<file path="config.mk">
export PLATFORM = sky130hd
export DESIGN_NAME = buf_mem_arbiter
export DESIGN_NICKNAME = d
export VERILOG_FILES = /design/src/rtl/buf_mem_arbiter.sv
export SDC_FILE = /design/constraint.sdc
export NUM_CORES = 1
export LEC_CHECK = 0
export CAP_MARGIN = 30
export CORE_AREA = 2 2 93 95
export DETAILED_ROUTE_END_ITERATION = 10
export DIE_AREA = 0 0 95 97
export GPL_ROUTABILITY_DRIVEN = 0
export GPL_TIMING_DRIVEN = 1
export PLACE_DENSITY = 0.87
export SYNTH_ARGS = -nofsm -noshare
export SYNTH_HDL_FRONTEND = slang
export SYNTH_SLANG_ARGS = --single-unit
</file>
<file path="constraint.sdc">
create_clock -name clk_i -period 6.06 [get_ports clk_i]
set_input_delay 1.212 -clock clk_i [delete_from_list [all_inputs] [get_ports clk_i]]
set_output_delay 1.212 -clock clk_i [all_outputs]
set_load 0.1 [all_outputs]
</file>
<file path="src/rtl/buf_mem_arbiter.sv">
// buf_mem_arbiter: array-priority mux onto one buffer SRAM plus host burst engine.
// Define ARB_STARVE_CNT_EN to add the starve_cnt_o host-starvation counter.
module buf_mem_arbiter #(
  parameter int WIDTH = 8,
  parameter int COL = 4,
  parameter int DEPTH = 256,
  parameter int LEN_W = 8,
  localparam int AW = $clog2(DEPTH),
  localparam int DW = COL * WIDTH
) (
  input  logic          clk_i,
  input  logic          rstn_i,
  input  logic          arr_cenb_i,
  input  logic          arr_wenb_i,
  input  logic [AW-1:0] arr_addr_i,
  input  logic [DW-1:0] arr_data_i,
  output logic [DW-1:0] arr_data_o,
  input  logic          arr_busy_i,
  input  logic          cmd_valid_i,
  output logic          cmd_ready_o,
  input  logic          cmd_we_i,
  input  logic [AW-1:0] cmd_addr_i,
  input  logic [LEN_W-1:0] cmd_len_i,
  input  logic          wr_valid_i,
  output logic          wr_ready_o,
  input  logic [DW-1:0] wr_data_i,
  output logic          rd_valid_o,
  output logic [DW-1:0] rd_data_o,
  output logic          burst_done_o,
  output logic          mem_cenb_o,
  output logic          mem_wenb_o,
  output logic [AW-1:0] mem_addr_o,
  output logic [DW-1:0] mem_data_o,
  input  logic [DW-1:0] mem_q_i
`ifdef ARB_STARVE_CNT_EN
  ,
  output logic [15:0]   starve_cnt_o
`endif
);
  typedef enum logic [2:0] {IDLE, WR, RD, RDRAIN, DONE} state_t;
  state_t state_q, state_d;
  logic [AW-1:0] addr_q, addr_nx;
  logic [LEN_W-1:0] len_q;
  logic [LEN_W:0] beat_q;
  logic pend_q;
  logic accept, beat_ok, host_wr, host_rd, last;
  // cmd_ready is held low while reset is asserted, even though the FSM already sits in IDLE
  assign cmd_ready_o = (state_q == IDLE) & ~arr_busy_i & rstn_i;
  assign accept = cmd_valid_i & cmd_ready_o;
  assign beat_ok = beat_q <= {1'b0, len_q};
  assign last = beat_q == {1'b0, len_q};
  assign wr_ready_o = (state_q == WR) & wr_valid_i & arr_cenb_i;
  assign host_wr = wr_ready_o;
  assign host_rd = (state_q == RD) & arr_cenb_i & beat_ok;
  assign addr_nx = (addr_q == AW'(DEPTH - 1)) ? '0 : addr_q + 1'b1;
  assign burst_done_o = state_q == DONE;
  assign rd_valid_o = pend_q;
  assign rd_data_o = mem_q_i;
  assign arr_data_o = mem_q_i;
  assign mem_cenb_o = arr_cenb_i ? ~(host_wr | host_rd) : 1'b0;
  assign mem_wenb_o = arr_cenb_i ? ~host_wr : arr_wenb_i;
  assign mem_addr_o = !arr_cenb_i ? arr_addr_i : (host_wr | host_rd) ? addr_q : '0;
  assign mem_data_o = !arr_cenb_i ? arr_data_i : host_wr ? wr_data_i : '0;
  always_comb begin
    state_d = state_q;
    case (state_q)
      IDLE: state_d = accept ? (cmd_we_i ? WR : RD) : IDLE;
      WR: state_d = (host_wr & last) ? DONE : WR;
      RD: state_d = (host_rd & last) ? RDRAIN : RD;
      RDRAIN: state_d = DONE;
      default: state_d = IDLE;
    endcase
  end
  always_ff @(posedge clk_i or negedge rstn_i) begin
    if (!rstn_i) begin
      state_q <= IDLE;
      addr_q <= '0;
      len_q <= '0;
      beat_q <= '0;
      pend_q <= 1'b0;
    end else begin
      state_q <= state_d;
      pend_q <= host_rd;
      if (accept) begin
        addr_q <= cmd_addr_i;
        len_q <= cmd_len_i;
        beat_q <= '0;
      end else if (host_wr | host_rd) begin
        addr_q <= addr_nx;
        beat_q <= beat_q + 1'b1;
      end
    end
  end
`ifdef ARB_STARVE_CNT_EN
  logic [15:0] starve_q;
  logic want;
  assign want = ((state_q == WR) & wr_valid_i) | ((state_q == RD) & beat_ok);
  always_ff @(posedge clk_i or negedge rstn_i) begin
    if (!rstn_i) starve_q <= '0;
    else if (accept) starve_q <= '0;
    else if (want & ~arr_cenb_i & ~&starve_q) starve_q <= starve_q + 1'b1;
  end
  assign starve_cnt_o = starve_q;
`endif
endmodule

</file>
After elaboration in Yosys (flattened, before gate mapping):

Index checks and enable logic that the tools add are counted.
W data, S select, Z words.

* input bits: 128
* register bits: 29
* word-level logic and storage cells: 45
* output and inout port bits: 110

* reduce and logical (&&, ||, !) cells: 2
* add/subtract/negate cells: 2
* bitwise gates (word level): 13
* equality and inequality tests: 6
* multiplexer cells: 16
* order comparisons: 1

Operators with widths (count)
* $mux W32: 2
* $mux W8: 5
* $mux W9: 2
* $pmux W3 S4: 1
* $add A9 B1 Y9 const B: 1
* $and A1 B1 Y1: 9
* $eq A9 B8 Y1: 1
* $le A9 B8 Y1: 1
* $add A8 B1 Y8 const B: 1
* $eq A8 B8 Y1 const B: 1
* $eq A3 B2 Y1 const B: 2
* $mux W2: 2
* $eq A3 B1 Y1 const B: 1
* $eq A3 B3 Y1 const B: 1
* $logic_not A3 Y1: 1
* $mux W1: 3
* $mux W3: 1
* $not A1 Y1: 3
* $reduce_bool A2 Y1: 1
* $or A1 B1 Y1: 1

Longest topological paths before layout:

* word-level depth: 6
* depth in mapped cells: 11
* mapped depth without buffers: 8

Worst setup path before layout:

No wires, ideal clock.

* path type: input to output
* start point: input port wr_valid_i
* end point: output port mem_cenb_o
* required time: 4848 ps
* stages: 8
* arrival: 3613 ps
* setup slack: 1235 ps
* buffers on the path: 4
* path through: and3_1 > buf_2 > or2_0 > clkbuf_2 > or2_1 > buf_2 > buf_2 > nor2_1

* cells in the longest elaborated chain, start to end: 5

Ends and longest elaborated chain
* start: declaration: RTL line 24 `input logic wr_valid_i,`
* $and A1 B1 Y1 (2 in series): RTL line 52 `assign wr_ready_o = (state_q == WR) & wr_valid_i & arr_cenb_i;`
* $or A1 B1 Y1: RTL line 60 `assign mem_cenb_o = arr_cenb_i ? ~(host_wr | host_rd) : 1'b0;`
* $not A1 Y1: RTL line 60
* $mux W1: RTL line 60
* end: declaration: RTL line 30 `output logic mem_cenb_o,`

No other way between the ends.

Worst setup path after layout:

* start point: input port arr_cenb_i
* end point: output port mem_addr_o[4]

* cells in the longest elaborated chain, start to end: 5
* elaborated cells on any way between the ends: 6
* those cells by class: mux: 2; bitwise: 4

Ends and longest elaborated chain
* start: declaration: RTL line 13 `input logic arr_cenb_i,`
* $and A1 B1 Y1 (2 in series): RTL line 54 `assign host_rd = (state_q == RD) & arr_cenb_i & beat_ok;`
* $or A1 B1 Y1: RTL line 62 `assign mem_addr_o = !arr_cenb_i ? arr_addr_i : (host_wr | host_rd) ? addr_q : '0;`
* $mux W8: RTL line 62
* $mux W8 *: RTL line 62
* end: declaration: RTL line 32 `output logic [AW-1:0] mem_addr_o,`

Mark *: on every way between the ends. The rest lies on a longest branch, timed or not.

==> run summary <==
DR vias = 2429
IO buf count = 141
Tcrit/Tclk final = 0.815
Largest family of logic cells by synthesized area = compound AO/OA/AOI/OAI gates
Vias in the first global route = 2469
Mapped Cells = 295
Largest net degree at the start of global routing = 36
RR Startpoint = beat_q[2]
DIE HEIGHT = 97 um
Synth Area in XOR/XNOR = 0.0174
Pins Over Slew Limit = 0
Async SR Flop Fraction = 1.00
I/O Pins = 238
Starting Density = 0.309
Mux cell area share after synthesis = 0.00398
Final core utilization = 0.446
Hold path start = beat_q[8]
Placed cells = 464
Count of different cell masters after synthesis = 42
Crit-path cells = clkdlybuf4s50_1 -> nand4bb_1 -> a2111o_1 -> a211oi_4 -> or2_1 -> a22o_1 -> buf_12
Row cnt = 33
Synth Area in Adders = 0.0498
DR DRC count = 0
CTS Buffer Depth = 2
Total Power = 1.22 mW
Worst-margin pin slew = 0.987 ns
Sw frac = 0.516
Endpoints failing hold = 0
Dominant synthesized flop cell = dfrtp_1
CTS tree = done
Reg power frac = 0.276
RSZ-0062 raised after global routing = false
Starting DRT DRC Count = 82
Slew headroom = 0.340
CP arrival = 3.73 ns
Worst-case hold slack = 0.507 ns
Outcome = finished, final reports clean
Num CTS Buffers = 5
CP max-delay cell = clkdlybuf4s50_1
Global-route wire length before repair = 12800 um
Buffers and inverters on the worst path = 2
Required @ worst endpoint = 4.85 ns
Critical path startpoint category = primary input
Post-CTS Hold Buffers = 0
Finished layout cell area = 3630 um2
Clock latency on the worst-skew pair = 0.29 ns
DP HPWL = 6980 um
Critical path class = primary input to primary output
CP Capture Type = primary output
R2R Setup Slk = 3.11 ns
Post-Synthesis Cell Area = 2510 um2
Setup tns final = 0 ns
Post-route ant nets = 0
Leak = 1.58 nW
Psw = 630 uW
Clock share of power = 0.126
Hold Path Class = flip-flop to flip-flop
Seq/Total Area, Yosys = 0.289
VDD IR-drop max = 0.000139 V
Gate power share = 0.598
Vias/cell = 5.14
Drt total wl = 8620 um
H-tree depth = 2
DP Worst Slack = 1.15 ns
Number of max-cap violations = 0
Simple-Gate Fraction of Synth Area = 0.136
Setup Skew = 0.00564 ns
CP delay by family, top = compound AO/OA/AOI/OAI gates
Root Buffer = clkbuf_8
Placed cell area = 3540 um2
Area Growth Syn to Fin = 44.3%
Die area = 9220 um2
Max incr delay on CP = 0.56 ns
Post-CTS Setup Bufs = 0
Post-synth EDFFs = 0
TritonRoute pass-1 iters = 4
Synthesized Nets = 433
Seq cells post-synth = 29
Final Non-Filler Cells = 473
Mean Syn Cell Area = 8.53 um2
Share of post-route cells with drive strength above 1 = 0.161
Initial antenna violation count = 1
Final worst slack = 1.12 ns
Internal power = 592 uW
Clock slew at reported path FFs = 0.06 ns
Fin crit period = 4.94 ns
FMAX = 202 MHz
CORE AREA = 8130 um2
# setup viols final = 0
CP startpoint = arr_cenb_i
Max FO, Critical Path = 16
Synth Area in Compound Gates = 0.264
Post-CTS Resized = 0
PwrDens = 337 nW/um2
Ys Warns = 0
TritonCTS Sinks = 29
WL/cell = 18.2 um
GRT Residual Overflow = 0
GR Util All Layers = 0.179
Nets@finish = 504
DIE WIDTH = 95 um
-- registers in the layout, indices dropped and copies added (netlist names) --
signal and count:
beat_q 9, state_q 3, rd_valid_o 1, len_q 8, addr_q 8
-- power groups by stage --
stage / combinational (mW) / clock [mW] / sequential (mW)
final: 0.731 / 0.154 / 0.337
after global placement: 0.710 / 0 / 0.337
after detailed placement: 0.732 / 0 / 0.338
after CTS: 0.736 / 0.157 / 0.336
after global routing: 0.780 / 0.167 / 0.348
after floorplan: 0.708 / 0 / 0.325
-- cell usage in the layout, fill, tap and decap left out, drive strengths merged, types with 2 or more instances in the layout --
cell type      netlist  final
nor3b                2      2
clkinv               0      2
nand2               27     27
a211oi               3      3
xor2                 4      4
nand3                9      9
clkdlybuf4s50        0     97
a21oi                6      6
o211ai               3      3
ha                  10     10
inv                 13     13
or2                  4      4
nor2                 9      9
and3                 5      5
o21a                 2      2
or3                  2      2
a21o                 3      3
buf                 69     48
o2111ai              2      2
a221o                3      3
nor3                 6      6
o21ai               17     17
clkbuf              12      6
nor4                 2      2
dfrtp               29     29
o31ai                3      3
a22o                40     40
o22ai                2      2
-- per-layer routing --
| metal | track usage | vias up | part of all wire |
|---|---|---|---|
| li1 | - | 1136 | - |
| met1 | 0.189 | 1134 | 0.36 |
| met2 | 0.324 | 144 | 0.53 |
| met3 | 0.0600 | 15 | 0.093 |
| met4 | 0.0624 | 0 | 0.017 |
| met5 | 0 | - | 0 |
-- worst register-to-register path: stages (launching register included) --
cell	delay (ns)
dfrtp_1	0.43
ha_1	0.33
nand4_1	0.17
nor4_1	0.47
or2_0	0.39
or2_1	0.54
o22ai_1	0.18
a221o_1	0.32
-- cell type report --
| cell class | instances | area [um2] |
|---|---|---|
| Inverter | 13 | 48.8 |
| Antenna cell | 1 | 2.50 |
| Clock buffer | 6 | 72.6 |
| Fill cell | 777 | 4500 |
| Timing Repair Buffer | 145 | 1460 |
| Clock inverter | 2 | 10.0 |
| Tap cell | 105 | 131 |
| Sequential cell | 29 | 726 |
| Multi-Input combinational cell | 172 | 1180 |
-- cells in the mapped netlist (3+ instances only) --
master | count | area [um2]
buf_4 | 64 | 480
a22o_1 | 40 | 350
dfrtp_1 | 29 | 726
nand2_1 | 27 | 101
o21ai_0 | 17 | 85.1
inv_1 | 13 | 48.8
clkbuf_1 | 11 | 41.3
ha_1 | 10 | 125
nand3_1 | 9 | 45.0
nor2_1 | 8 | 30.0
a21oi_1 | 6 | 30.0
nor3_1 | 6 | 30.0
and3_1 | 5 | 31.3
xor2_1 | 4 | 35.0
a21o_1 | 3 | 22.5
a221o_1 | 3 | 30.0
buf_2 | 3 | 15.0
o211ai_1 | 3 | 22.5
o31ai_1 | 3 | 22.5
-- final timing paths --
path                       cells after the start       endpoint
max                                            7  mem_addr_o[4]
min                                            1      beat_q[8]
max reg2reg                                    7      addr_q[3]
min reg2reg                                    1      beat_q[8]
max in group asynchronous                      2       len_q[3]
min in group asynchronous                      2       len_q[5]
-- logic make-up (layout without fill, tap and decap cells) --
kind of cell	count (synthesis)	count (layout)
AOI/OAI and AO/OA	86	86
xor gates and xnor gates	5	5
adders and majority gates	10	10
buffers and inverters	94	166
DFF	29	29
muxes	1	1
other	0	1
and+or+nand+nor	70	70
Power figures use the tool's default switching activity.
